==> src/rtl/char_disp_queue.sv <==
// Buffered hex character display: a valid/ready FIFO feeds a two-state show/idle sequencer.
// Each popped code is shown on NDIG active-low seven-segment digits for 2^DIVLOG cycles.
module char_disp_queue #(
  parameter int CW         = 7,
  parameter int DEPTH      = 8,
  parameter int DIVLOG     = 20,
  parameter int NDIG       = 2,
  parameter int BLANK_IDLE = 1
) (
  input  logic                   phi,
  input  logic                   reset,
  input  logic                   in_valid,
  input  logic [CW-1:0]          in_char,
  output logic                   in_ready,
  output logic [7*NDIG-1:0]      disp,
  output logic                   led_busy,
  output logic [$clog2(DEPTH):0] fill
);

  localparam int AW = $clog2(DEPTH);

  typedef enum logic {IDLE, SHOW} state_t;

  // Active-low segment pattern for one hex nibble, bit 0 = seg a ... bit 6 = seg g.
  function automatic logic [6:0] seg7(input logic [3:0] n);
    logic [6:0] on;
    case (n)
      4'h0: on = 7'h3F;
      4'h1: on = 7'h06;
      4'h2: on = 7'h5B;
      4'h3: on = 7'h4F;
      4'h4: on = 7'h66;
      4'h5: on = 7'h6D;
      4'h6: on = 7'h7D;
      4'h7: on = 7'h07;
      4'h8: on = 7'h7F;
      4'h9: on = 7'h6F;
      4'hA: on = 7'h77;
      4'hB: on = 7'h7C;
      4'hC: on = 7'h39;
      4'hD: on = 7'h5E;
      4'hE: on = 7'h79;
      default: on = 7'h71;
    endcase
    return ~on;
  endfunction

  function automatic logic [7*NDIG-1:0] render(input logic [CW-1:0] c);
    logic [4*NDIG-1:0] ext;
    logic [7*NDIG-1:0] r;
    ext         = '0;
    ext[CW-1:0] = c;
    r           = '1;
    for (int unsigned k = 0; k < NDIG; k++) r[7*k +: 7] = seg7(ext[4*k +: 4]);
    return r;
  endfunction

  localparam logic [7*NDIG-1:0] DISP_RST = (BLANK_IDLE != 0) ? '1 : render(CW'(0));

  state_t            state_q, state_d;
  logic [CW-1:0]     mem_q [DEPTH];
  logic [AW-1:0]     wptr_q, rptr_q;
  logic [AW:0]       fill_q;
  logic [DIVLOG-1:0] hold_q, hold_d;
  logic [CW-1:0]     dchar_q, dchar_d;
  logic [7*NDIG-1:0] disp_q, disp_d;
  logic              push, pop;

  assign in_ready = (fill_q != (AW+1)'(DEPTH));
  assign push     = in_valid && in_ready;
  assign fill     = fill_q;
  assign disp     = disp_q;
  assign led_busy = (state_q == SHOW);

  always_comb begin
    state_d = state_q;
    hold_d  = hold_q;
    dchar_d = dchar_q;
    pop     = 1'b0;
    case (state_q)
      IDLE: begin
        if (fill_q != '0) begin
          pop     = 1'b1;
          dchar_d = mem_q[rptr_q];
          hold_d  = '0;
          state_d = SHOW;
        end
      end
      default: begin
        if (hold_q == '1) begin
          if (fill_q != '0) begin
            pop     = 1'b1;
            dchar_d = mem_q[rptr_q];
            hold_d  = '0;
          end else begin
            state_d = IDLE;
          end
        end else begin
          hold_d = hold_q + DIVLOG'(1);
        end
      end
    endcase
    // Output register is loaded from next-state values so a pop shows on the same edge.
    if (state_d == SHOW || BLANK_IDLE == 0) disp_d = render(dchar_d);
    else                                    disp_d = '1;
  end

  always_ff @(posedge phi) begin
    if (reset) begin
      state_q <= IDLE;
      hold_q  <= '0;
      dchar_q <= '0;
      wptr_q  <= '0;
      rptr_q  <= '0;
      fill_q  <= '0;
      disp_q  <= DISP_RST;
    end else begin
      state_q <= state_d;
      hold_q  <= hold_d;
      dchar_q <= dchar_d;
      disp_q  <= disp_d;
      if (push) wptr_q <= wptr_q + AW'(1);
      if (pop)  rptr_q <= rptr_q + AW'(1);
      if (push && !pop)      fill_q <= fill_q + (AW+1)'(1);
      else if (pop && !push) fill_q <= fill_q - (AW+1)'(1);
    end
  end

  always_ff @(posedge phi) begin
    if (push) mem_q[wptr_q] <= in_char;
  end

endmodule

==> config.mk <==
export PLATFORM = sky130hd
export DESIGN_NAME = char_disp_queue
export DESIGN_NICKNAME = d
export VERILOG_FILES = /design/src/rtl/char_disp_queue.sv
export SDC_FILE = /design/constraint.sdc
export NUM_CORES = 1
export LEC_CHECK = 0
export BUFFER_PORTS_ARGS = -buffer_cell sky130_fd_sc_hd__buf_2
export CAP_MARGIN = 30
export CORE_UTILIZATION = 40
export DETAILED_ROUTE_END_ITERATION = 8
export GPL_TIMING_DRIVEN = 0
export PLACE_DENSITY = 0.57
export SETUP_SLACK_MARGIN = 0.15
export SLEW_MARGIN = 20
export SYNTH_ARGS = -nofsm -noshare
export SYNTH_HDL_FRONTEND = slang
export SYNTH_SLANG_ARGS = --single-unit
==> constraint.sdc <==
create_clock -name phi -period 3.6 [get_ports phi]
set_input_delay 0.18 -clock phi [delete_from_list [all_inputs] [get_ports phi]]
set_output_delay 0.18 -clock phi [all_outputs]
set_load 0.05 [all_outputs]
# After elaboration in Yosys (flattened, before gate mapping)
# Memories as Yosys holds them, arrays and structs flattened. A register that Yosys moved wholly into a read port is not among the register bits.
# Cells that the tools add are included.
dict set report word_totals {
  regBits 52
  ramBits 56
  rom_bits 168
  input_bits 10
  wordCells 47
  mem_count 3
}
# memory words word_bits rd rd_clocked_by_memory_dff write_ports line_no
set memory_table {}
lappend memory_table {{(name not given)} 16 7 1 0 0 27} ;# case (n)
lappend memory_table {{(name not given)} 8 7 1 0 0 27}
lappend memory_table {mem_q 8 7 1 1 1 61} ;# logic [CW-1:0] mem_q [DEPTH];
dict set report op_classes {
  addsub 5
  n_eq_ne 2
  mux 19
  n_bitwise 3
  reduce_logical 8
}
# operator count
set ops {}
lappend ops {{$mux W20} 3}
lappend ops {{$mux W7} 5}
lappend ops {{$add A20 B1 Y20 const B} 1}
lappend ops {{$eq A20 B20 Y1 const B} 1}
lappend ops {{$not A7 Y7} 2}
lappend ops {{$mux W4} 2}
lappend ops {{$mux W1} 7}
lappend ops {{$add A3 B1 Y3 const B} 2}
lappend ops {{$mux W3} 2}
lappend ops {{$add A4 B1 Y4 const B} 1}
lappend ops {{$ne A4 B4 Y1 const B} 1}
lappend ops {{$reduce_bool A4 Y1} 1}
lappend ops {{$sub A4 B1 Y4 const B} 1}
lappend ops {{$logic_and A1 B1 Y1} 3}
lappend ops {{$logic_not A1 Y1} 2}
lappend ops {{$reduce_bool A2 Y1} 1}
lappend ops {{$reduce_or A2 Y1} 1}
lappend ops {{$not A1 Y1} 1}

# Logic depth before layout (Yosys ltp)
# Gate-level depths: netlist of run 1.
dict set report logic_depth {
  depth_word 7
  mapped_depth 16
  ltp_nobuf 13
}

# Worst setup path after synthesis of run 1
# No wires, ideal clock.
dict set report synth_timing {
  kind {reg-to-reg}
  start {register fill_q[0] (netlist: fill[0])}
  end {register fill_q[3] (netlist: fill[3])}
  t_arrival_ns 3.001
  t_required_ns 3.530
  path_slack_ns 0.529
  path_stages_with_launch 13
  n_path_buf 0
  path_cell_list {dfxtp_1 > nor3_1 > nand2_1 > nand2_1 > inv_1 > ha_1 > inv_1 > ha_1 > a21o_1 > a21oi_1 > xnor2_1 > or3_1 > a21oi_1}
}
dict set report synth_between {
  word_cells_on_any_way 15
  classes_between {add/sub: 2; eq/ne: 1; mux: 5; reduce/logical: 7}
}
# item line_no
set synth_lines {}
lappend synth_lines {{start, declared} 63} ;# logic [AW:0] fill_q;
lappend synth_lines {{start signal, assigned} 124} ;# if (push && !pop) fill_q <= fill_q + (AW+1)'(1);
lappend synth_lines {{start signal, assigned} 125} ;# else if (pop && !push) fill_q <= fill_q - (AW+1)'(1);
lappend synth_lines {{$ne A4 B4 Y1 (*)} 69} ;# assign in_ready = (fill_q != (AW+1)'(DEPTH));
lappend synth_lines {{named net in_ready} 14} ;# output logic in_ready,
lappend synth_lines {{$logic_and A1 B1 Y1 (*)} 70} ;# assign push = in_valid && in_ready;
lappend synth_lines {{named net push} 67} ;# logic push, pop;
lappend synth_lines {{$logic_not A1 Y1} 125}
lappend synth_lines {{$logic_and A1 B1 Y1} 125}
lappend synth_lines {{$reduce_bool A2 Y1 (no line)} n/a}
# The timed path passes the listed nets; every way through them passes the cells marked *. The select of a mux whose other input is x is not followed.
# A chain may end at the register's enable or synchronous reset.

# Worst setup path after layout of run 1
dict set report layout_timing {
  start {register hold_q[0]}
  end {register disp_q[3] (netlist: disp[3])}
}
dict set report layout_between {
  elab_chain_cells 6
  word_cells_on_any_way 10
  classes_between {eq/ne: 1; mux: 5; bitwise: 2; reduce/logical: 1; memory: 1}
}
# item line_no
set layout_rtl {}
lappend layout_rtl {{start, declared} 64} ;# logic [DIVLOG-1:0] hold_q, hold_d;
lappend layout_rtl {{start signal, assigned} 119} ;# hold_q <= hold_d;
lappend layout_rtl {{$eq A20 B20 Y1} 90} ;# if (hold_q == '1) begin
lappend layout_rtl {{$mux W7} 90}
lappend layout_rtl {{$mux W7} 80} ;# case (state_q)
lappend layout_rtl {{named net dchar_d[0]} 65} ;# logic [CW-1:0] dchar_q, dchar_d;
lappend layout_rtl {{$mem_v2 Z16 W7} n/a}
lappend layout_rtl {{$mux W7} 104} ;# if (state_d == SHOW || BLANK_IDLE == 0) disp_d = render(dchar_d);
lappend layout_rtl {{$not A7 Y7} 45} ;# return ~on;
lappend layout_rtl {{end signal, assigned} 121} ;# disp_q <= disp_d;
lappend layout_rtl {{end, declared} 66} ;# logic [7*NDIG-1:0] disp_q, disp_d;
# The timed path passes the listed nets, and every way through them passes these cells. The select of a mux whose other input is x is not followed.

==> impl_metrics.csv, run 1 <==
group,metric,value,unit
logic_synthesis,ys_top_cells_by_area,"edfxtp_1 35%, dfxtp_1 23%, mux4_2 5.5%",
logic_synthesis,yosysTopAreaCell,"edfxtp_1",
logic_synthesis,avgSynthCellArea,12.3,um2
clock_tree,cts.sinks,111,
layout,nets,465,
setup_path,endpoint,"disp[3]",
route,routed_wl,9370,um
route,route.antenna.remaining_nets,0,
layout,area_growth,13.9,%
die,die_h,112,um
outcome,status,"finished, final reports clean",
logic_synthesis,seq_area_frac_synth,57.1,%
route,num_vias,3120,
hold_path,hp-class,"input port to register",
logic_synthesis,synthFlopType,"edfxtp_1",
timing,period_share,89.2,%
timing,setup_ws,0.389,ns
clock_tree,root_buffer,"clkbuf_16",
logic_synthesis,synth_edf_count,56,
place,place_hpwl,6400,um
setup_path,crit_path_end_kind,"register",
route,drt_first_iter_violations,116,
layout,final_area,5550,um2
hold_path,holdPathStages,1,
setup_path,startpoint,"hold_q[0]",
logic_synthesis,synth_top_area_share,34.5,%
timing,worstMarginPinSlew,0.797,ns
clock_tree,cts_post_setup_buffers_inserted,0,
setup_path,path_max_fanout,10,
global_routing,grt_pass1_wl,15600,um
setup_path,worstSetupStartpointType,"register",
setup_path,crit_type,"register to register",
logic_synthesis,synth_cell_types,62,
global_routing,grt.total_usage,16.4,%
setup_path,critPathArrivalTime,3.44,ns
clock_tree,insertion_delay,0.36,ns
setup_path,regToRegSetupSlack,0.39,ns
clock_tree,clockBufferDepth,2,
timing,clock.fmax,0.311,GHz
logic_synthesis,ys_top_cells_by_count,"56 x edfxtp_1, 55 x dfxtp_1, 35 x nor2_1, 34 x nand2_1",
place,io_buffers,28,
route,vias_per_cell,5.33,
job,cap_violations,0,
die,die_x,112,um
power,cellPowerDensity,803,nW/um2
power,p_leak,1.99,nW
global_routing,grt_pass1_vias,3017,
global_routing,antenna_found_initial,0,
timing,hold_violations,0,
clock_tree,clkTransAtPathRegs,0.08,ns
timing,rsz0062_at_grt,"yes",
route,route.detailed.drc,0,
timing,setup_tns,0,ns
layout,drive_gt1_share,21.0,%
route,dr.pass1.iters,4,
place,place_area,5240,um2
logic_synthesis,synth_area,4870,um2
global_routing,gr-total-overflow,0,
route,wire_per_inst,16.0,um
logic_synthesis,synth.most_common_cell,"edfxtp_1",
setup_path,ff2ff_path_depth,15,
logic_synthesis,ys_seq_elements,111,
logic_synthesis,async_flop_share,0,%
die,start_util,41.8,%
clock_tree,cts_tree,"built",
place,gp_congestion,0.799,
clock_tree,htree_levels,3,
timing,period_needed,3.21,ns
setup_path,r2r-start,"hold_q[0]",
logic_synthesis,synth_cells,396,
layout,num_antenna_cells,0,
die,pin_count,30,
die,core_area,11700,um2
logic_synthesis,syn_nets,424,
die,num_rows,39,
timing,fin_worst_skew,0.0139,ns
timing,slew_viol_final,0,
clock_tree,cts_made_buffers,9,
setup_path,r2r_end,"disp[3]",
timing,finalSetupViolations,0,
place,place_ws,0.222,ns
setup_path,worstPathRequired,3.82,ns
power,vdd_drop_max,0.307,mV
power,power.total,4.46,mW
layout,fillers,1064,
timing,max_slew_margin,46.6,%
global_routing,grt_max_degree,22,
die,die-area,12600,um2
logic_synthesis,yosys_warnings,0,
-- routing by layer --
layer / routed length (um) / GRT usage [%] / up-vias
li1: - / - / 1548
met1: 4550 / 21.1 / 1511
met2: 4410 / 26.7 / 50
met3: 278 / 4.16 / 11
met4: 136 / 5.96 / 0
met5: 0 / 0 / -
-- worst min path at each step --
stage,startpoint,to,slack [ns]
finish,in_char[5],mem_q[4][5],0.09
global route,in_char[2],mem_q[6][2],0.09
CTS,in_char[2],mem_q[4][2],0.08
detailed placement,in_char[2],mem_q[4][2],0.46
global placement,in_char[4],mem_q[5][4],0.44
floorplan,in_char[0],mem_q[0][0],0.28
-- kinds of logic after synthesis --
family	synth area share, %
and+or+nand+nor	13.3
xor gates and xnor gates	2.52
adders and majority gates	4.78
DFF	57.1
muxes	10.9
AOI/OAI and AO/OA	8.42
buffers and inverters	2.98
-- cell usage in the layout, fill, tap and decap left out, drive strengths merged, types with 3 or more instances in the layout --
master	instances
a211oi	7
a21oi	18
and2	3
and4	3
buf	39
clkbuf	16
dfxtp	55
edfxtp	56
ha	17
inv	18
mux2	9
mux2i	14
mux4	12
nand2	34
nand2b	4
nand3	8
nand3b	3
nand4	6
nand4b	3
nor2	35
nor2b	4
nor3	12
o21ai	9
o31ai	4
or3	4
xnor2	7
xor2	7
-- repair_timing --
item	4_1_cts	5_1_grt
hold buffers	0	0
setup endpoints to repair	1	3
gates resized for setup	1	7
-- cell type report --
| type | count | area, um2 | area share (%) |
|---|---|---|---|
| sequential | 111 | 2790 | 50.2 |
| multi-input combinational | 255 | 1990 | 35.8 |
| clock buffer | 9 | 225 | 4.06 |
| tap | 143 | 179 | 3.22 |
| timing repair buffer | 30 | 153 | 2.75 |
| buffer | 16 | 100 | 1.80 |
| clock inverter | 7 | 68.8 | 1.24 |
| inverter | 14 | 52.6 | 0.947 |
-- registers in the layout, summed over array words and instances, names as in the netlist, named ones only --
signal    flops
fill          4
wptr_q        3
hold_q       20
rptr_q        3
disp         14
led_busy      1
dchar_q       7
mem_q        56
-- worst max-delay path: stages (launching register included) --
cell	delay [ns]
dfxtp_2	0.35
ha_1	0.22
nand3_1	0.11
and3b_1	0.18
buf_2	0.16
a21o_1	0.18
buf_6	0.14
buf_6	0.14
o21ai_1	0.40
inv_1	0.13
ha_1	0.32
nor2_1	0.12
a21oi_1	0.04
or3_1	0.33
o31ai_1	0.10
a22oi_1	0.15
-- stage by stage --
step,util (%),std cells,hold WS (ns)
2_1_floorplan,-,396,0.279
3_3_place_gp,44.5,567,0.444
3_5_place_dp,44.9,569,0.460
4_1_cts,47.5,585,0.0754
5_1_grt,47.6,585,0.0880
6_report,47.6,585,0.0852
-- where the power goes --
group	total [mW]	internal (mW)	switching, mW
sequential	1.62	1.51	0.112
combinational	1.85	0.691	1.16
clock	0.991	0.492	0.499
(Power assumes the default switching activity.)
==> run 2: changes to the inputs <==
--- a/config.mk
+++ b/config.mk
@@ -6,7 +6,8 @@
 export NUM_CORES = 1
 export LEC_CHECK = 0
 export BUFFER_PORTS_ARGS = -buffer_cell sky130_fd_sc_hd__buf_2
-export CAP_MARGIN = 30
+export CAP_MARGIN = 15
+export CORE_ASPECT_RATIO = 1.1
 export CORE_UTILIZATION = 40
 export DETAILED_ROUTE_END_ITERATION = 8
 export GPL_TIMING_DRIVEN = 0
==> impl_metrics.csv, run 2 (synthesis results as in run 1) <==
group,metric,value,unit
outcome,status,"finished, final reports clean",
setup_path,r2r_end,"fill[3]",
hold_path,hp-class,"input port to register",
global_routing,grt_pass1_vias,2968,
setup_path,path_depth,16,
setup_path,regToRegSetupSlack,0.37,ns
power,p_seq_share,36.5,%
die,die_x,107,um
clock_tree,cts.sinks,111,
setup_path,crit_type,"register to register",
timing,setup_ws,0.373,ns
place,io_buffers,28,
setup_path,critPathMostFrequentCell,"ha_1",
place,place_hpwl,6450,um
global_routing,grt.total_usage,16.3,%
timing,fin_worst_skew,0.00885,ns
power,pwr-share-comb,41.4,%
setup_path,slowest_delay,0.35,ns
die,core_area,11600,um2
power,switching_power,1.75,mW
clock_tree,htree_levels,3,
layout,area_growth,13.8,%
route,vias_per_cell,5.28,
timing,clock.fmax,0.310,GHz
timing,finalSetupViolations,0,
route,route.antenna.remaining_nets,0,
layout,nets,466,
timing,hold_violations,0,
route,route.detailed.drc,0,
route,dr.pass1.iters,4,
place,place_ws,0.255,ns
setup_path,r2r-start,"hold_q[0]",
die,num_rows,41,
setup_path,crit_path_end_kind,"register",
setup_path,path_cells,"ha_1 -> nand3_1 -> and3b_1 -> buf_2 -> a21o_1 -> buf_6 -> inv_2 -> buf_4 -> ha_1 -> inv_1 -> ha_1 -> a21o_1 -> a21oi_1 -> xnor2_1 -> or3_1 -> a21oi_1",
setup_path,ff2ff_path_depth,16,
clock_tree,cts_tree,"built",
clock_tree,insertion_delay,0.36,ns
layout,num_antenna_cells,0,
global_routing,gr-total-overflow,0,
setup_path,crit_buf_inv,5,
setup_path,endpoint,"fill[3]",
timing,setup_tns,0,ns
route,wire_per_inst,15.9,um
place,gp_congestion,0.783,
power,vdd_drop_max,0.384,mV
timing,period_share,89.6,%
setup_path,slowest_stage,"dfxtp_2",
timing,max_slew_margin,46.8,%
timing,period_needed,3.23,ns
layout,regMostFlops,"mem_q",
job,cap_violations,0,
clock_tree,clockBufferDepth,2,
global_routing,grt_max_degree,21,
place,place_area,5250,um2
die,die_h,118,um
layout,final_area,5550,um2
setup_path,crit_family,"buffers and inverters",
timing,rsz0062_at_grt,"no",
route,drt_first_iter_violations,133,
route,routed_wl,9450,um
die,pin_count,30,
setup_path,path_max_fanout,10,
global_routing,antenna_found_initial,0,
setup_path,worstPathRequired,3.89,ns
global_routing,grt_pass1_wl,15300,um
clock_tree,clkTransAtPathRegs,0.08,ns
timing,worstMarginPinSlew,0.794,ns
route,num_vias,3129,
die,start_util,41.8,%
power,p_leak,1.99,nW
setup_path,startpoint,"hold_q[0]",
layout,final_cell_mix,"56 x edfxtp_1, 53 x dfxtp_1, 35 x nor2_1",
timing,slew_viol_final,0,
layout,largest_reg_flops,56,
clock_tree,cts_made_buffers,9,
power,clkPwrFrac,22.1,%
layout,layout_commonest_cell,"edfxtp_1",
layout,post-route-util,47.6,%
die,die-area,12600,um2
setup_path,critPathArrivalTime,3.51,ns
power,cellPowerDensity,800,nW/um2
power,swShare,39.5,%
setup_path,worstSetupStartpointType,"register",
clock_tree,root_buffer,"clkbuf_16",
power,p_int,2.69,mW
layout,drive_gt1_share,20.8,%
==> run 2: cell count changes in the layout (fill, tap and decap cells not counted), sizes merged <==
cell / previous run / this run
buf: 39 / 40
clkbuf: 16 / 17
clkinvlp: 2 / 1
==> run 2: worst min path at each step <==
stage                from     endpoint  slack [ns]  cells past startpoint
3_5_place_dp   in_char[0]  mem_q[7][0]        0.46                      1
6_report       in_char[0]  mem_q[1][0]        0.08                      1
2_1_floorplan  in_char[0]  mem_q[0][0]        0.28                      0
5_1_grt        in_char[0]  mem_q[6][0]        0.09                      1
3_3_place_gp   in_char[6]  mem_q[3][6]        0.45                      1
4_1_cts        in_char[0]  mem_q[7][0]        0.08                      1
==> run 2: cell type report <==
type | count | area, um2
fill | 1034 | 6100
sequential | 111 | 2790
multi-input combinational | 255 | 1980
clock buffer | 10 | 229
tap | 150 | 188
timing repair buffer | 31 | 158
buffer | 16 | 96.3
clock inverter | 6 | 56.3
inverter | 14 | 52.6
==> run 2: worst register-to-register path, delay by kind of cell, from the launching register on <==
family                   cells  cell delay (ns)
buffers and inverters        5             0.75
adder cells (fa/ha/maj)      3             0.71
XOR/XNOR                     1             0.09
flip-flops                   1             0.35
AO/OA/AOI/OAI                4             0.67
AND/OR/NAND/NOR              3             0.59
==> run 2: power by group through the flow <==
| stage | Combinational, mW | Sequential [mW] | Clock [mW] |
|---|---|---|---|
| floorplan | 1.16 | 1.91 | 0 |
| global placement | 1.79 | 1.64 | 0 |
| detailed placement | 1.83 | 1.65 | 0 |
| CTS | 1.84 | 1.62 | 1.00 |
| global route | 2.02 | 1.65 | 1.05 |
| finish | 1.84 | 1.62 | 0.979 |
==> run 2: per-stage QoR <==
stage,hold slack [ns],total power [mW],std cells
finish,0.0836,4.44,593
floorplan,0.279,3.07,396
global placement,0.446,3.43,574
detailed placement,0.458,3.48,576
global route,0.0938,4.72,593
CTS,0.0770,4.46,592
==> run 2: timing repair <==
action	in CTS	in global routing
resized for setup	0	6
hold buffers	0	0
endpoints found under the setup margin	0	2
hold endpoints to repair	0	0
buffers inserted	0	1
==> run 2: routing by layer <==
metal | routed length (um) | GRT usage, %
met4 | 216 | 7.79
met3 | 291 | 3.27
met2 | 4450 | 26.0
met1 | 4490 | 21.1
met5 | 0 | 0
==> run 3: changes to the inputs <==
--- a/config.mk
+++ b/config.mk
@@ -8,11 +8,13 @@
 export BUFFER_PORTS_ARGS = -buffer_cell sky130_fd_sc_hd__buf_2
 export CAP_MARGIN = 15
 export CORE_ASPECT_RATIO = 1.1
+export CORE_MARGIN = 3
 export CORE_UTILIZATION = 40
 export DETAILED_ROUTE_END_ITERATION = 8
 export GPL_TIMING_DRIVEN = 0
 export PLACE_DENSITY = 0.57
 export SETUP_SLACK_MARGIN = 0.15
+export SKIP_LAST_GASP = 1
 export SLEW_MARGIN = 20
 export SYNTH_ARGS = -nofsm -noshare
 export SYNTH_HDL_FRONTEND = slang
==> impl_metrics.csv, run 3 (synthesis results as in run 1) <==
group,metric,value,unit
setup_path,critPathArrivalTime,3.45,ns
clock_tree,cts_hold_buffers,0,
clock_tree,root_buffer,"clkbuf_16",
hold_path,hold_path_end,"mem_q[7][1]",
die,start_util,41.7,%
hold_path,min-delay-start,"in_char[1]",
setup_path,worstSetupStartpointType,"register",
layout,largest_reg_flops,56,
setup_path,path_max_fanout,10,
timing,max_slew_margin,47.0,%
power,cellPowerDensity,804,nW/um2
hold_path,hp-class,"input port to register",
clock_tree,cts_made_buffers,9,
clock_tree,clockBufferDepth,2,
setup_path,ff2ff_path_depth,16,
setup_path,crit_type,"register to register",
global_routing,antenna_found_initial,0,
timing,worstMarginPinSlew,0.790,ns
setup_path,worstPathRequired,3.88,ns
die,die_h,122,um
route,dr.pass1.iters,4,
global_routing,grt.total_usage,14.9,%
timing,period_needed,3.17,ns
layout,area_growth,14.4,%
power,p_leak,2.01,nW
die,pin_count,30,
setup_path,r2r-start,"hold_q[0]",
timing,hold_violations,0,
route,wire_per_inst,15.8,um
setup_path,r2r_end,"fill[3]",
layout,layout_commonest_cell,"edfxtp_1",
layout,drive_gt1_share,21.6,%
clock_tree,cts_tree,"built",
job,cap_violations,0,
die,die_x,111,um
timing,period_share,88.0,%
setup_path,slowest_stage,"dfxtp_2",
outcome,status,"finished, final reports clean",
layout,nets,468,
place,io_buffers,28,
route,routed_wl,9400,um
hold_path,holdPathStages,1,
clock_tree,cts.sinks,111,
route,num_vias,3152,
power,vdd_drop_max,0.457,mV
global_routing,grt_max_degree,22,
timing,clock.fmax,0.316,GHz
route,vias_per_cell,5.30,
setup_path,slowest_delay,0.35,ns
die,core_area,11700,um2
clock_tree,htree_levels,3,
setup_path,regToRegSetupSlack,0.43,ns
die,num_rows,41,
setup_path,crit_path_end_kind,"register",
timing,slew_viol_final,0,
timing,finalSetupViolations,0,
layout,num_antenna_cells,0,
place,gp_congestion,0.828,
setup_path,critPathMostFrequentCell,"ha_1",
layout,regMostFlops,"mem_q",
route,drt_first_iter_violations,139,
clock_tree,insertion_delay,0.36,ns
timing,setup_tns,0,ns
clock_tree,clkTransAtPathRegs,0.08,ns
timing,rsz0062_at_grt,"no",
setup_path,path_cells,"ha_1 -> nand3_1 -> and3b_1 -> buf_2 -> a21o_1 -> buf_6 -> inv_2 -> buf_6 -> ha_1 -> inv_1 -> ha_1 -> a21o_1 -> a21oi_1 -> xnor2_1 -> or3_1 -> a21oi_1",
timing,fin_worst_skew,0.00652,ns
die,die-area,13500,um2
place,place_hpwl,6480,um
global_routing,grt_pass1_wl,15600,um
route,route.detailed.drc,0,
global_routing,grt_pass1_vias,3012,
power,power.total,4.48,mW
global_routing,gr-total-overflow,0,
layout,final_cell_mix,"56 x edfxtp_1, 53 x dfxtp_1, 35 x nor2_1",
route,route.antenna.remaining_nets,0,
## run 3: cell types whose count changed in the layout (fill, tap and decap cells not counted)
| cell | change |
|---|---|
| o21ai_1 | -1 |
| clkinv_2 | +1 |
| inv_8 | +1 |
| inv_6 | -1 |
| buf_6 | +1 |
| buf_4 | +1 |
| clkbuf_1 | -1 |
| o21ai_2 | +1 |
## run 3: how the worst max path moves through the flow
stage / from / end / slack [ns]
final: hold_q[0] / fill[3] / 0.43
after global routing: register / disp[3] / 0.16
after CTS: fill[0] / disp[3] / 0.21
after detailed placement: fill[0] / disp[3] / 0.24
after global placement: hold_q[0] / disp[3] / 0.26
after floorplan: fill[0] / fill[3] / 0.53
## run 3: worst max-delay path: cells and delay by family, from the launching register on
family,cells,cell delay (ns)
buffers and inverters,5,0.71
adders and majority gates,3,0.69
AOI/OAI and AO/OA,4,0.66
and+or+nand+nor,3,0.58
DFF,1,0.35
xor gates and xnor gates,1,0.10
## run 3: layout make-up
cell class	count	area, um2
fill	1075	6120
sequential	111	2790
multi-input combinational	255	1990
clock buffer	9	225
tap	150	188
timing repair buffer	33	173
buffer	16	100
clock inverter	7	63.8
inverter	14	52.6
## run 3: what timing repair did
item / in CTS / in global routing
hold endpoints to repair: 0 / 0
resized for setup: 0 / 8
setup endpoints to repair: 0 / 3
setup buffers: 0 / 3
## run 3: where the power goes
part	switching, mW	internal (mW)	total, mW
logic	1.16	0.718	1.88
clock network	0.492	0.488	0.980
registers	0.116	1.51	1.62
## run 3: per-layer routing
metal / vias to the layer above / wire (um) / track usage, %
li1: 1548 / - / -
met1: 1533 / 4450 / 19.4
met2: 51 / 4390 / 23.8
met3: 20 / 308 / 3.68
met4: 0 / 252 / 6.24
met5: - / 0 / 0
## run 3: stage by stage
step	instances	hold slack, ns	worst slack, ns	instance area, um2	utilization (%)
2_1_floorplan	396	0.279	0.529	4870	-
5_1_grt	595	0.0858	0.157	5570	47.6
3_5_place_dp	576	0.454	0.240	5250	44.9
4_1_cts	592	0.0713	0.209	5540	47.3
3_3_place_gp	574	0.448	0.255	5200	44.5
6_report	595	0.0848	0.432	5570	47.6
